$ cat config.mk
export PLATFORM = sky130hd
export DESIGN_NAME = stress_demux
export DESIGN_NICKNAME = d
export VERILOG_FILES = /design/src/rtl/stress_demux_pkg.sv /design/src/rtl/stress_chan_fifo.sv /design/src/rtl/stress_demux.sv
export SDC_FILE = /design/constraint.sdc
export NUM_CORES = 1
export LEC_CHECK = 0
export BUFFER_PORTS_ARGS = -buffer_cell sky130_fd_sc_hd__buf_2
export CAP_MARGIN = 20
export CORE_MARGIN = 1
export CORE_UTILIZATION = 45
export DETAILED_ROUTE_END_ITERATION = 6
export GPL_ROUTABILITY_DRIVEN = 0
export GPL_TIMING_DRIVEN = 0
export PLACE_DENSITY = 0.8
export SKIP_CTS_REPAIR_TIMING = 1
export SYNTH_ARGS = -nofsm -noshare
export SYNTH_HDL_FRONTEND = slang
export SYNTH_HIERARCHICAL = 1
export SYNTH_SLANG_ARGS = --single-unit
$ cat constraint.sdc
create_clock -name clk -period 1.74 [get_ports clk]
set_input_delay 0.087 -clock clk [delete_from_list [all_inputs] [get_ports clk]]
set_output_delay 0.087 -clock clk [all_outputs]
set_load 0.1 [all_outputs]
$ cat src/rtl/stress_demux_pkg.sv
// Shared definitions for the stress sample demultiplexer: default widths and
// the channel encoding used for steering.
package stress_demux_pkg;

   localparam int DATA_W_DEF = 8;
   localparam int CNT_W_DEF  = 8;

   typedef enum logic {
      CH_A = 1'b0,
      CH_B = 1'b1
   } chan_e;

endpackage

$ cat src/rtl/stress_chan_fifo.sv
// Two-entry per-channel output buffer with valid/ready pop side, full/empty
// flags, head data and a wrapping count of delivered samples.
module stress_chan_fifo
   import stress_demux_pkg::*;
#(
   parameter int DATA_W = DATA_W_DEF,
   parameter int CNT_W  = CNT_W_DEF
) (
   input  logic              clk,
   input  logic              rst_n,
   input  logic              push_i,
   input  logic [DATA_W-1:0] push_data_i,
   input  logic              pop_ready_i,
   output logic              full_o,
   output logic              valid_o,
   output logic [DATA_W-1:0] data_o,
   output logic [CNT_W-1:0]  count_o
);

   logic [DATA_W-1:0] mem_q [2];
   logic              rd_ptr_q, rd_ptr_d;
   logic              wr_ptr_q, wr_ptr_d;
   logic [1:0]        used_q, used_d;
   logic [CNT_W-1:0]  cnt_q, cnt_d;
   logic              do_push;
   logic              do_pop;

   assign full_o  = (used_q == 2'd2);
   assign valid_o = (used_q != 2'd0);
   assign do_push = push_i & ~full_o;
   assign do_pop  = valid_o & pop_ready_i;
   assign data_o  = mem_q[rd_ptr_q];
   assign count_o = cnt_q;

   always_comb begin
      // NOTE: every next-state signal gets its hold value first, so no path leaves it unassigned and no latch is inferred.
      rd_ptr_d = rd_ptr_q;
      wr_ptr_d = wr_ptr_q;
      used_d   = used_q;
      cnt_d    = cnt_q;
      if (do_push) wr_ptr_d = ~wr_ptr_q;
      if (do_pop) begin
         rd_ptr_d = ~rd_ptr_q;
         cnt_d    = cnt_q + 1'b1;
      end
      if (do_push && !do_pop)      used_d = used_q + 2'd1;
      else if (do_pop && !do_push) used_d = used_q - 2'd1;
   end

   always_ff @(posedge clk or negedge rst_n) begin
      // NOTE: state registers use non-blocking assignments so every flop samples pre-edge values.
      if (!rst_n) begin
         rd_ptr_q <= 1'b0;
         wr_ptr_q <= 1'b0;
         used_q   <= 2'd0;
         cnt_q    <= '0;
      end else begin
         rd_ptr_q <= rd_ptr_d;
         wr_ptr_q <= wr_ptr_d;
         used_q   <= used_d;
         cnt_q    <= cnt_d;
      end
   end

   always_ff @(posedge clk or negedge rst_n) begin
      // NOTE: storage is reset because the head entry is visible on data_o and must read zero out of reset.
      if (!rst_n) begin
         mem_q[0] <= '0;
         mem_q[1] <= '0;
      end else if (do_push) begin
         mem_q[wr_ptr_q] <= push_data_i;
      end
   end

endmodule

$ cat src/rtl/stress_demux.sv
// Registered 1-to-2 demultiplexer: steers one upstream sample stream into
// channel A or B by explicit select or automatic alternation.
module stress_demux
   import stress_demux_pkg::*;
#(
   parameter int DATA_W = DATA_W_DEF,
   parameter int CNT_W  = CNT_W_DEF
) (
   input  logic              clk,
   input  logic              rst_n,
   input  logic              mode,
   input  logic              sel,
   input  logic [DATA_W-1:0] in_data,
   input  logic              in_valid,
   output logic              in_ready,
   output logic [DATA_W-1:0] a_data,
   output logic              a_valid,
   input  logic              a_ready,
   output logic [DATA_W-1:0] b_data,
   output logic              b_valid,
   input  logic              b_ready,
   output logic [CNT_W-1:0]  a_count,
   output logic [CNT_W-1:0]  b_count
);

   chan_e target;
   logic  toggle_q, toggle_d;
   logic  a_full, b_full;
   logic  accept;
   logic  push_a, push_b;

   // in_ready looks only at the target's fill level, never at a_ready/b_ready.
   always_comb begin
      target   = chan_e'(mode ? toggle_q : sel);
      in_ready = (target == CH_A) ? ~a_full : ~b_full;
      accept   = in_valid & in_ready;
      push_a   = accept & (target == CH_A);
      push_b   = accept & (target == CH_B);
      toggle_d = toggle_q ^ (accept & mode);
   end

   always_ff @(posedge clk or negedge rst_n) begin
      if (!rst_n) toggle_q <= 1'b0;
      else        toggle_q <= toggle_d;
   end

   stress_chan_fifo #(
      .DATA_W (DATA_W),
      .CNT_W  (CNT_W)
   ) u_chan_a (
      .clk         (clk),
      .rst_n       (rst_n),
      .push_i      (push_a),
      .push_data_i (in_data),
      .pop_ready_i (a_ready),
      .full_o      (a_full),
      .valid_o     (a_valid),
      .data_o      (a_data),
      .count_o     (a_count)
   );

   stress_chan_fifo #(
      .DATA_W (DATA_W),
      .CNT_W  (CNT_W)
   ) u_chan_b (
      .clk         (clk),
      .rst_n       (rst_n),
      .push_i      (push_b),
      .push_data_i (in_data),
      .pop_ready_i (b_ready),
      .full_o      (b_full),
      .valid_o     (b_valid),
      .data_o      (b_data),
      .count_o     (b_count)
   );

endmodule

==> report_table.html <==
<table>
<tr><th>Metric</th><th>Value</th></tr>
<tr><th colspan="2">Finish</th></tr>
<tr><td>Layout overhead on the synthesized area</td><td>29.70%</td></tr>
<tr><td>Combined flip-flop and latch cell area</td><td>1433 sq um</td></tr>
<tr><td>Area used by multi-input combinational logic</td><td>1211 sq um</td></tr>
<tr><td>Final std cells w/o fill</td><td>334</td></tr>
<tr><td>Share of final-layout standard cells stronger than drive strength 1</td><td>56.87%</td></tr>
<tr><td>Post-layout net count</td><td>276</td></tr>
<tr><td>Final antenna diode count</td><td>0</td></tr>
<tr><td>Fill cell instance count of the final layout</td><td>458</td></tr>
<tr><th colspan="2">Yosys</th></tr>
<tr><td>Yosys Warn Count</td><td>6</td></tr>
<tr><td>Top area cells in the synthesized netlist</td><td>sky130_fd_sc_hd__dfrtp_1 56%, sky130_fd_sc_hd__mux2_2 21%, sky130_fd_sc_hd__xnor2_1 4.1%</td></tr>
<tr><td>Synthesis-stage register bit count</td><td>57</td></tr>
<tr><td>Mapped Area</td><td>2549 sq um</td></tr>
<tr><td>Cell count after synthesis</td><td>187</td></tr>
<tr><td>Count of different cell masters after synthesis</td><td>23</td></tr>
<tr><td>Largest area contributor in the netlist</td><td>sky130_fd_sc_hd__dfrtp_1</td></tr>
<tr><td>Fraction of post-synthesis cell area in the top cell type by area</td><td>55.96%</td></tr>
<tr><td>Fraction of the yosys area taken by sequential cells</td><td>55.96%</td></tr>
<tr><td>Net count of the mapped netlist</td><td>206</td></tr>
<tr><td>Avg Inst Size Synth</td><td>13.63 sq um</td></tr>
<tr><th colspan="2">STA</th></tr>
<tr><td>Crit share post-route</td><td>99.65%</td></tr>
<tr><td>Max-slew violation count</td><td>0</td></tr>
<tr><td>Achievable clock frequency</td><td>576.7 MHz</td></tr>
<tr><td>Remaining max-slew budget at the tightest pin</td><td>66.59%</td></tr>
<tr><td>Final count of hold timing violations</td><td>0</td></tr>
<tr><td>Number of setup violations in the final report</td><td>0</td></tr>
<tr><td>Unrepaired setup endpoints after global routing</td><td>yes</td></tr>
<tr><td>Setup skew after layout</td><td>7.496 ps</td></tr>
<tr><td>Period minus WS final</td><td>1734 ps</td></tr>
<tr><td>Slew of the pin with the lowest slew margin</td><td>504.6 ps</td></tr>
<tr><th colspan="2">Setup path</th></tr>
<tr><td>Crit path buffers/inverters</td><td>1</td></tr>
<tr><td>Max incr delay on CP</td><td>420 ps</td></tr>
<tr><td>Worst-path cell with the longest stage delay</td><td>sky130_fd_sc_hd__dfrtp_1</td></tr>
<tr><td>Crit end category</td><td>register</td></tr>
<tr><td>Required arrival time at the worst endpoint</td><td>1930 ps</td></tr>
<tr><td>Arrival time of the worst setup path</td><td>1930 ps</td></tr>
<tr><td>Maximum net fanout on the critical path</td><td>8</td></tr>
<tr><td>Family of cells with the greatest summed delay on the critical path</td><td>multiplexers</td></tr>
<tr><td>Startpoint kind of the worst setup timing path</td><td>register</td></tr>
<tr><td>Series of cell instances along the critical path</td><td>mux2i_4 -&gt; and3b_2 -&gt; nor3b_4 -&gt; buf_12 -&gt; mux2_4</td></tr>
<tr><td>Worst setup path class</td><td>reg2reg</td></tr>
<tr><th colspan="2">Clock network</th></tr>
<tr><td>CTS Buf Count</td><td>9</td></tr>
<tr><td>Worst-skew pair later-pin latency</td><td>310 ps</td></tr>
<tr><td>TritonCTS clock tree</td><td>yes</td></tr>
<tr><td>Buffer depth of the longest clock path</td><td>2</td></tr>
<tr><td>Clock slew seen by the registers of the worst setup and hold paths</td><td>60 ps</td></tr>
<tr><td>Clock tree root driver cell</td><td>sky130_fd_sc_hd__clkbuf_8</td></tr>
<tr><td>Clock sinks</td><td>57</td></tr>
<tr><td>CTS H-tree lvls</td><td>3</td></tr>
<tr><th colspan="2">Min path</th></tr>
<tr><td>Worst hold-check path type</td><td>in2reg</td></tr>
<tr><th colspan="2">GRT</th></tr>
<tr><td>Antenna violations before repair</td><td>0</td></tr>
<tr><td>First-pass GRT wire length</td><td>7.776 mm</td></tr>
<tr><td>Most Used Layer, Global Route</td><td>met2</td></tr>
<tr><td>Largest net degree at the start of global routing</td><td>38</td></tr>
<tr><td>Met1 track demand over resource in global routing</td><td>21.68%</td></tr>
<tr><td>Grt met3 use</td><td>4.643%</td></tr>
<tr><td>Residual overflow from global routing</td><td>0</td></tr>
<tr><td>Met2 Use GR</td><td>26.55%</td></tr>
<tr><td>All-layer global routing usage</td><td>17.06%</td></tr>
<tr><td>Number of global-route vias before repair</td><td>1,678</td></tr>
<tr><th colspan="2">Floorplan</th></tr>
<tr><td>Starting density of the core</td><td>46.57%</td></tr>
<tr><td>Number of top-level pins</td><td>50</td></tr>
<tr><td>Die outline height</td><td>77.26 um</td></tr>
<tr><td>Num rows</td><td>27</td></tr>
<tr><td>Die Wd</td><td>77.26 um</td></tr>
<tr><td>Total core area</td><td>5473 sq um</td></tr>
<tr><td>Die ar.</td><td>5968 sq um</td></tr>
<tr><th colspan="2">Place</th></tr>
<tr><td>Dpl cells</td><td>309</td></tr>
<tr><td>Port Buffers</td><td>49</td></tr>
<tr><td>Half-perimeter wire length after placement</td><td>3.162 mm</td></tr>
<tr><th colspan="2">Status</th></tr>
<tr><td>Run status</td><td>complete, no violations</td></tr>
<tr><th colspan="2">Routing</th></tr>
<tr><td>WL/cell</td><td>14.89 um</td></tr>
<tr><td>Via count</td><td>1,688</td></tr>
<tr><td>WL final</td><td>4.972 mm</td></tr>
<tr><td>Vias per std cell</td><td>5.054</td></tr>
<tr><td>Number of DRC markers in iteration 0</td><td>44</td></tr>
<tr><td>DRC viols</td><td>0</td></tr>
<tr><td>Router iterations before antenna repair</td><td>4</td></tr>
<tr><td>Residual antenna-violating net count after detailed routing</td><td>0</td></tr>
<tr><th colspan="2">Run</th></tr>
<tr><td>Max-capacitance violation count</td><td>0</td></tr>
</table>
## synthesized netlist by cell type
library cell / count
sky130_fd_sc_hd__dfrtp_1: 57
sky130_fd_sc_hd__mux2_2: 48
sky130_fd_sc_hd__xnor2_1: 12
sky130_fd_sc_hd__xor2_1: 12
sky130_fd_sc_hd__nand2_1: 11
sky130_fd_sc_hd__nand4_1: 6
sky130_fd_sc_hd__nor2_1: 5
sky130_fd_sc_hd__ha_1: 4
sky130_fd_sc_hd__inv_2: 4
sky130_fd_sc_hd__nand3_1: 4
sky130_fd_sc_hd__nor3_1: 4
sky130_fd_sc_hd__and2_1: 2
sky130_fd_sc_hd__and3_1: 2
sky130_fd_sc_hd__clkbuf_1: 2
sky130_fd_sc_hd__mux2i_1: 2
sky130_fd_sc_hd__nand2b_2: 2
sky130_fd_sc_hd__nor3b_4: 2
sky130_fd_sc_hd__o21a_1: 2
sky130_fd_sc_hd__or2_2: 2
sky130_fd_sc_hd__and3b_1: 1
sky130_fd_sc_hd__and3b_2: 1
sky130_fd_sc_hd__nand2b_1: 1
sky130_fd_sc_hd__o22a_1: 1
## per-stage QoR
step | setup WS [ps] | cell area [sq um] | utilization (%) | TNS [ps] | hold WS [ps]
floorplan | -22.67 | 2561 | - | -181.4 | -208.6
global placement | -235.4 | 2897 | 52.93 | -5815 | 365.8
CTS | -316.7 | 3090 | 56.47 | -11760 | -266.7
detailed placement | -293.6 | 2917 | 53.29 | -7761 | 76.59
finish | 6.070 | 3306 | 60.40 | 0 | 49.27
global route | -54.32 | 3306 | 60.40 | -704.4 | 41.21
## kinds of logic after synthesis
| group | Yosys count | share of synthesized area (%) |
|---|---|---|
| flip-flops | 57 | 55.96 |
| buffers and inverters | 6 | 0.8836 |
| adder cells (fa/ha/maj) | 4 | 1.964 |
| AND/OR/NAND/NOR | 43 | 10.02 |
| XOR/XNOR | 24 | 8.247 |
| multiplexers | 50 | 21.99 |
| AO/OA/AOI/OAI | 3 | 0.9326 |
## worst reg2reg max path, cell delays in order (launching register included)
cell	delay, ps
sky130_fd_sc_hd__dfrtp_1	420
sky130_fd_sc_hd__mux2i_4	220
sky130_fd_sc_hd__and3b_2	260
sky130_fd_sc_hd__nor3b_4	230
sky130_fd_sc_hd__buf_12	170
sky130_fd_sc_hd__mux2_4	300
## routing by layer
layer	wire [um]	vias up
met1	2286	859
met2	2473	36
met4	35	0
li1	-	791
met3	177	2
met5	0	-
## sequential cells by signal (all words and copies together) (netlist names)
name	count
u_chan_a/mem_q	16
u_chan_b/mem_q	16
u_chan_a/count_o	8
u_chan_b/count_o	8
u_chan_a/used_q	2
u_chan_b/used_q	2
toggle_q	1
u_chan_a/rd_ptr_q	1
u_chan_a/wr_ptr_q	1
u_chan_b/rd_ptr_q	1
u_chan_b/wr_ptr_q	1
## area by class of cell
cell class	count	share of cell area (%)
clock buffers	13	4.807
multi-input cells	124	36.64
clock inverters	3	0.4542
inverters	4	0.6056
flip-flops and latches	57	43.34
well taps	72	2.725
repair buffers	61	11.43
## placed cells by master, fill, tap and decap left out, types with 2 or more instances in the layout
master	n
sky130_fd_sc_hd__nor2_1	3
sky130_fd_sc_hd__inv_2	2
sky130_fd_sc_hd__xor2_1	12
sky130_fd_sc_hd__nand2_1	11
sky130_fd_sc_hd__nor3_1	4
sky130_fd_sc_hd__buf_2	48
sky130_fd_sc_hd__nor3b_4	2
sky130_fd_sc_hd__nand3_2	2
sky130_fd_sc_hd__and2_4	2
sky130_fd_sc_hd__o21a_1	2
sky130_fd_sc_hd__nand2b_4	3
sky130_fd_sc_hd__buf_12	3
sky130_fd_sc_hd__mux2_2	40
sky130_fd_sc_hd__buf_4	8
sky130_fd_sc_hd__dfrtp_2	5
sky130_fd_sc_hd__dfrtp_1	52
sky130_fd_sc_hd__and3b_2	2
sky130_fd_sc_hd__and3_1	2
sky130_fd_sc_hd__ha_1	3
sky130_fd_sc_hd__nand3_1	2
sky130_fd_sc_hd__clkinv_2	3
sky130_fd_sc_hd__inv_4	2
sky130_fd_sc_hd__xnor2_1	12
sky130_fd_sc_hd__nand4_1	6
sky130_fd_sc_hd__clkbuf_8	11
sky130_fd_sc_hd__or2_2	2
sky130_fd_sc_hd__mux2i_4	2
sky130_fd_sc_hd__mux2_4	8
sky130_fd_sc_hd__clkbuf_1	2
## final timing paths
path,startpoint,end,slack [ps],depth (start not counted)
worst max-delay path,toggle_q$_DFF_PN0_,u_chan_a/mem_q[14]$_DFFE_PN0P_,6,5
worst min-delay path,in_data[0],u_chan_a/mem_q[0]$_DFFE_PN0P_,50,2
worst max register to register,toggle_q$_DFF_PN0_,u_chan_a/mem_q[14]$_DFFE_PN0P_,6,5
worst min register to register,u_chan_b/count_o[7]$_DFFE_PN0P_,u_chan_b/count_o[7]$_DFFE_PN0P_,460,1
max in group asynchronous,rst_n,u_chan_b/used_q[1]$_DFFE_PN0P_,910,3
min in group asynchronous,rst_n,u_chan_a/mem_q[12]$_DFFE_PN0P_,270,2
Power is not shown: default switching activity piles up to over one toggle a cycle in this logic, so the estimate is an artifact.
